## src/rtl/instr_fetch_unit.sv

```systemverilog
// Instruction fetch front end.
// Owns the fetch PC and keeps at most one word request outstanding to
// instruction memory. The returned word goes into the IF/ID register, or into a
// one-entry skid buffer while decode is stalled. A redirect flushes IF/ID and
// squashes any response that is still in flight.
module instr_fetch_unit #(
   parameter logic [31:0] RESET_PC  = 32'h0000_0000,
   parameter logic [31:0] NOP_INSTR = 32'h0000_0013
) (
   input  logic        clk_in,
   input  logic        rst_in,
   output logic        imem_req_valid_out,
   output logic [31:0] imem_req_addr_out,
   input  logic        imem_req_ready_in,
   input  logic        imem_rsp_valid_in,
   input  logic [31:0] imem_rsp_data_in,
   input  logic        stall_in,
   input  logic        redirect_valid_in,
   input  logic [31:0] redirect_pc_in,
   output logic [31:0] instruction_out,
   output logic [31:0] pc_out,
   output logic [31:0] pc_plus4_out,
   output logic        instr_valid_out
);

   // FETCH: request pending; WAIT: response outstanding;
   // HOLD: skid buffer full, waiting for decode; DISCARD: squash the in-flight response
   typedef enum logic [1:0] {
      ST_FETCH   = 2'd0,
      ST_WAIT    = 2'd1,
      ST_HOLD    = 2'd2,
      ST_DISCARD = 2'd3
   } state_t;

   // Reset PC is forced onto a word boundary, like every other fetch address
   localparam logic [31:0] RESET_PC_A = {RESET_PC[31:2], 2'b00};

   // Sequential PC step; wraps modulo 2^32
   function automatic logic [31:0] pc_add4(input logic [31:0] pc);
      return pc + 32'd4;
   endfunction

   // Clears the byte-offset bits of a target address
   function automatic logic [31:0] word_align(input logic [31:0] pc);
      return {pc[31:2], 2'b00};
   endfunction

   state_t      state;
   state_t      state_n;
   logic [31:0] fetch_pc;
   logic [31:0] req_pc;
   logic [31:0] skid_data;
   logic [31:0] skid_pc;

   logic        req_fire;
   logic        out_free;
   logic        rsp_to_ifid;
   logic        rsp_to_skid;
   logic        skid_to_ifid;
   logic        rsp_taken;

   // The low two bits of the redirect target carry no information
   logic        unused_redirect_lsbs;
   assign unused_redirect_lsbs = ^redirect_pc_in[1:0];

   // Request channel: the address only ever comes from fetch_pc
   always_comb begin
      imem_req_valid_out = (state == ST_FETCH) && !rst_in;
      imem_req_addr_out  = fetch_pc;
   end

   // Decode of the handshake and buffer-move conditions for this cycle
   always_comb begin
      req_fire     = imem_req_valid_out && imem_req_ready_in;
      out_free     = !instr_valid_out || !stall_in;
      rsp_taken    = !redirect_valid_in && (state == ST_WAIT) && imem_rsp_valid_in;
      rsp_to_ifid  = rsp_taken && out_free;
      rsp_to_skid  = rsp_taken && !out_free;
      skid_to_ifid = !redirect_valid_in && (state == ST_HOLD) && !stall_in;
   end

   // State register
   always_ff @(posedge clk_in) begin
      if (rst_in) begin
         state <= ST_FETCH;
      end else begin
         state <= state_n;
      end
   end

   // Next-state logic; a redirect overrides stall and response handling
   always_comb begin
      state_n = state;
      if (redirect_valid_in) begin
         unique case (state)
            ST_FETCH:   state_n = req_fire ? ST_DISCARD : ST_FETCH;
            ST_WAIT:    state_n = imem_rsp_valid_in ? ST_FETCH : ST_DISCARD;
            ST_HOLD:    state_n = ST_FETCH;
            ST_DISCARD: state_n = imem_rsp_valid_in ? ST_FETCH : ST_DISCARD;
            default:    state_n = ST_FETCH;
         endcase
      end else begin
         unique case (state)
            ST_FETCH: begin
               if (req_fire) begin
                  state_n = ST_WAIT;
               end
            end
            ST_WAIT: begin
               if (imem_rsp_valid_in) begin
                  state_n = out_free ? ST_FETCH : ST_HOLD;
               end
            end
            ST_HOLD: begin
               if (!stall_in) begin
                  state_n = ST_FETCH;
               end
            end
            ST_DISCARD: begin
               if (imem_rsp_valid_in) begin
                  state_n = ST_FETCH;
               end
            end
            default: state_n = ST_FETCH;
         endcase
      end
   end

   // Fetch PC: redirect target, else the word after the one just returned
   always_ff @(posedge clk_in) begin
      if (rst_in) begin
         fetch_pc <= RESET_PC_A;
      end else if (redirect_valid_in) begin
         fetch_pc <= word_align(redirect_pc_in);
      end else if (rsp_taken) begin
         fetch_pc <= pc_add4(req_pc);
      end
   end

   // PC of the outstanding request, captured at the handshake
   always_ff @(posedge clk_in) begin
      if (req_fire) begin
         req_pc <= fetch_pc;
      end
   end

   // Skid buffer data; occupancy is tracked by the HOLD state
   always_ff @(posedge clk_in) begin
      if (rsp_to_skid) begin
         skid_data <= imem_rsp_data_in;
         skid_pc   <= req_pc;
      end
   end

   // IF/ID register: flush on redirect, load from memory or skid, drop on consume
   always_ff @(posedge clk_in) begin
      if (rst_in) begin
         instruction_out <= NOP_INSTR;
         pc_out          <= RESET_PC_A;
         pc_plus4_out    <= pc_add4(RESET_PC_A);
         instr_valid_out <= 1'b0;
      end else if (redirect_valid_in) begin
         instruction_out <= NOP_INSTR;
         instr_valid_out <= 1'b0;
      end else if (rsp_to_ifid) begin
         instruction_out <= imem_rsp_data_in;
         pc_out          <= req_pc;
         pc_plus4_out    <= pc_add4(req_pc);
         instr_valid_out <= 1'b1;
      end else if (skid_to_ifid) begin
         instruction_out <= skid_data;
         pc_out          <= skid_pc;
         pc_plus4_out    <= pc_add4(skid_pc);
         instr_valid_out <= 1'b1;
      end else if (instr_valid_out && !stall_in) begin
         instruction_out <= NOP_INSTR;
         instr_valid_out <= 1'b0;
      end
   end

   // A response with no request outstanding means the memory broke the protocol
   rsp_without_request: assert property (
      @(posedge clk_in) disable iff (rst_in)
         !(imem_rsp_valid_in && ((state == ST_FETCH) || (state == ST_HOLD)))
   );

endmodule

```

## config.mk

```make
export PLATFORM = sky130hd
export DESIGN_NAME = instr_fetch_unit
export DESIGN_NICKNAME = d
export VERILOG_FILES = /design/src/rtl/instr_fetch_unit.sv
export SDC_FILE = /design/constraint.sdc
export NUM_CORES = 1
export LEC_CHECK = 0
export ABC_AREA = 1
export ABC_CLOCK_PERIOD_IN_PS = 4590
export CAP_MARGIN = 20
export CORE_MARGIN = 2
export CORE_UTILIZATION = 25
export DETAILED_ROUTE_END_ITERATION = 8
export DONT_BUFFER_PORTS = 1
export PLACE_DENSITY = 0.47
export SLEW_MARGIN = 0
export SYNTH_ARGS = -nofsm -noshare
export SYNTH_HDL_FRONTEND = slang
export SYNTH_SLANG_ARGS = --single-unit
```

## constraint.sdc

```tcl
create_clock -name clk_in -period 4.59 [get_ports clk_in]
set_input_delay 0.2295 -clock clk_in [delete_from_list [all_inputs] [get_ports clk_in]]
set_output_delay 0.2295 -clock clk_in [all_outputs]
set_load 0.05 [all_outputs]
```

==> results.ini <==
[place]
place_congestion = 0.903
io_buffers = 0
hpwl_um = 23400

[drt]
vias_per_cell = 4.67
finalWirelength_um = 32600
vias = 8472
drc_errors = 0
ant_nets = 0
first_pass_iters = 5
drtIter0Drc = 611
post_drt_wl_per_cell_um = 18.0

[clocking]
clkTransAtPathRegs_ns = 0.06
cts_root_buf = clkbuf_16
postCtsHoldBufs = 95
clk_latency_ns = 0.56
htree_num_levels = 1
numCtsBuffers = 27
cts_max_path_buffers = 3
cts_sinks = 225
cts_tree = done
post_cts_buffers = 0
postCtsResizedCells = 0

[timing]
slew_violations = 0
holdWs_ns = 0.0349
fin_crit_sh = 0.564
worst_clock_skew_ns = 0.0206
setup_viol = 0
max_freq_mhz = 386
period_minus_slack_ns = 2.59
max_slew_margin = 0.313
finalSetupTns_ns = 0
rsz0062_at_grt = false
tightest_slew_ns = 1.03
final_hold_viol_count = 0

[die]
num_rows = 72
dieWidth_um = 203
initial_core_util = 0.255
io_pins = 200
dieArea_um2 = 41300
die_h_um = 203
core-area_um2 = 38900

[synthesis]
syn_nets = 1270
synth-seq-area-share = 0.551
yosysWarnings = 0
ys_types = 34
syn-cell-area_um2 = 9930
syn_area_per_cell_um2 = 8.29
syn_inst = 1198
ys_ff_latch = 225

[critical_path]
slowest_stage = inv_2
cp-end-kind = register
cp_max_fo = 63
slowest_delay_ns = 0.50
cp_num_buf_inv = 4
path_common_cell = inv_1
critPathLaunchType = register
crit_type = register to register
worstPathArrival_ns = 3.03
crit_family = simple AND/OR/NAND/NOR gates
path_cells = inv_1 -> nand4_4 -> inv_2 -> nand2_2 -> nand2_4 -> buf_12 -> nand3_1 -> nand2_1 -> inv_1
critical_path_required_ns = 5.03

[run_status]
outcome = complete, no violations

[final_layout]
final_cell_mix = 412 x nand2_1, 129 x dfxtp_1, 102 x nor2_1
fill_cells = 4134
multi_input_area_um2 = 3950
seqCellArea_um2 = 5470
drive_above_1_share = 0.0618
areaGrowthSynthToFinish_pct = 24.2
fin_util = 0.317
layout.nets = 1346
final_common_cell = nand2_1

[power]
p_sw_frac = 0.269
intPower_mw = 3.62
p_clk_frac = 0.450
comb_power_share = 0.060
peakVddDrop_mv = 0.222
switching_power_mw = 1.33
power.density_nw_per_um2 = 402
finalPower_mw = 4.95
seqPwrFrac = 0.490
power_leakage_nw = 4.61

[global_route]
grt_pass1_vias = 8200
antenna_found_initial = 0
overflow = 0
grt_pass1_wl_um = 50300
gr-usage-all-layers = 0.158
grt_max_degree = 65

[job]
drv_cap = 0

[hold_path]
hold_class = primary input to register

-- through the flow --
step,cell area (um^2),worst slack (ns),std cells
2_1_floorplan,9930,0.520,1198
3_3_place_gp,10400,1.96,1668
3_5_place_dp,10400,1.97,1668
4_1_cts,12300,1.94,1813
5_1_grt,12300,1.69,1813
6_report,12300,2.00,1814
-- final cells by class --
cell class | instances | area share
antenna | 1 | 0.000203
sequential | 225 | 0.443
clock inverter | 19 | 0.0171
multi-input combinational | 840 | 0.321
timing repair buffer | 105 | 0.0858
tap | 518 | 0.0526
inverter | 75 | 0.0228
clock buffer | 31 | 0.0576
-- sequential cells by signal, summed over array words and instances (netlist names) --
register           count
pc_out                32
req_pc                32
skid_data             32
instr_valid_out        1
skid_pc               32
instruction_out       32
imem_req_addr_out     32
pc_plus4_out          30
state                  2
-- worst reg2reg max path: stages, from the launching register on --
cell     delay, ns
dfxtp_1       0.33
inv_1         0.17
nand4_4       0.23
inv_2         0.50
nand2_2       0.14
nand2_4       0.46
buf_12        0.35
nand3_1       0.20
nand2_1       0.09
inv_1         0.04
-- cell families (layout without fill, tap and decap cells) --
| kind of cell | count (synthesis) | count (layout) | share of synthesized area |
|---|---|---|---|
| other | 0 | 1 | 0 |
| AOI/OAI and AO/OA | 201 | 201 | 0.121 |
| and+or+nand+nor | 611 | 611 | 0.249 |
| xor gates and xnor gates | 26 | 26 | 0.0229 |
| adders and majority gates | 2 | 2 | 0.00252 |
| DFF | 225 | 225 | 0.551 |
| buffers and inverters | 133 | 230 | 0.0534 |
-- worst paths after layout --
kind | start | end | slack [ns] | depth (start not counted)
setup / recovery | state[1]$_SDFFE_PP0P_ | pc_plus4_out[16]$_SDFFE_PP0P_ | 2.00 | 9
setup reg to reg | state[1]$_SDFFE_PP0P_ | pc_plus4_out[16]$_SDFFE_PP0P_ | 2.00 | 9
hold reg to reg | req_pc[1]$_DFFE_PP_ | skid_pc[1]$_DFFE_PP_ | 0.50 | 0
hold / removal | redirect_valid_in | imem_req_addr_out[25]$_SDFFE_PP0P_ | 0.03 | 3
-- power by group through the flow --
stage	logic, mW	clock network (mW)	registers (mW)
floorplan	0.177	0	2.42
global placement	0.216	0	2.47
detailed placement	0.218	0	2.47
CTS	0.301	2.30	2.43
global route	0.338	2.38	2.44
finish	0.300	2.23	2.43
-- cells in the mapped netlist --
| cell type | n | share of area |
|---|---|---|
| edfxtp_1 | 96 | 0.29 |
| and2_1 | 1 | 0.00063 |
| buf_4 | 4 | 0.0030 |
| nor2_1 | 103 | 0.039 |
| inv_1 | 72 | 0.027 |
| a21oi_1 | 25 | 0.013 |
| clkbuf_1 | 39 | 0.015 |
| a31oi_1 | 77 | 0.049 |
| dfxtp_1 | 129 | 0.26 |
| buf_1 | 2 | 0.00076 |
| nand4_1 | 4 | 0.0025 |
| nand2_2 | 2 | 0.0013 |
| inv_2 | 3 | 0.0011 |
| a22oi_1 | 17 | 0.013 |
| o211ai_1 | 8 | 0.0061 |
| nand2_1 | 412 | 0.16 |
| buf_2 | 13 | 0.0066 |
| or2_2 | 9 | 0.0057 |
| a21o_1 | 1 | 0.00076 |
| o21ai_0 | 51 | 0.026 |
| nor3_1 | 2 | 0.0010 |
| a21oi_2 | 1 | 0.00088 |
| nor2_2 | 3 | 0.0019 |
| o21a_1 | 2 | 0.0015 |
| o21bai_1 | 8 | 0.0061 |
| a221oi_1 | 1 | 0.00088 |
| o22ai_1 | 1 | 0.00063 |
| xor2_1 | 18 | 0.016 |
| nand4_4 | 1 | 0.0021 |
| o21ai_1 | 9 | 0.0045 |
| ha_1 | 2 | 0.0025 |
| nand3_1 | 65 | 0.033 |
| xnor2_1 | 8 | 0.0071 |
| nand3b_1 | 9 | 0.0068 |
-- per-layer routing --
metal  up-vias  GRT usage  wire length [um]
li1       4180          -                 -
met1      4026      0.227             15800
met2       229      0.238             13900
met3        37     0.0391              2350
met4         0     0.0365               575
met5         -          0                 0
Note: power is estimated with default switching activity, not from simulation.
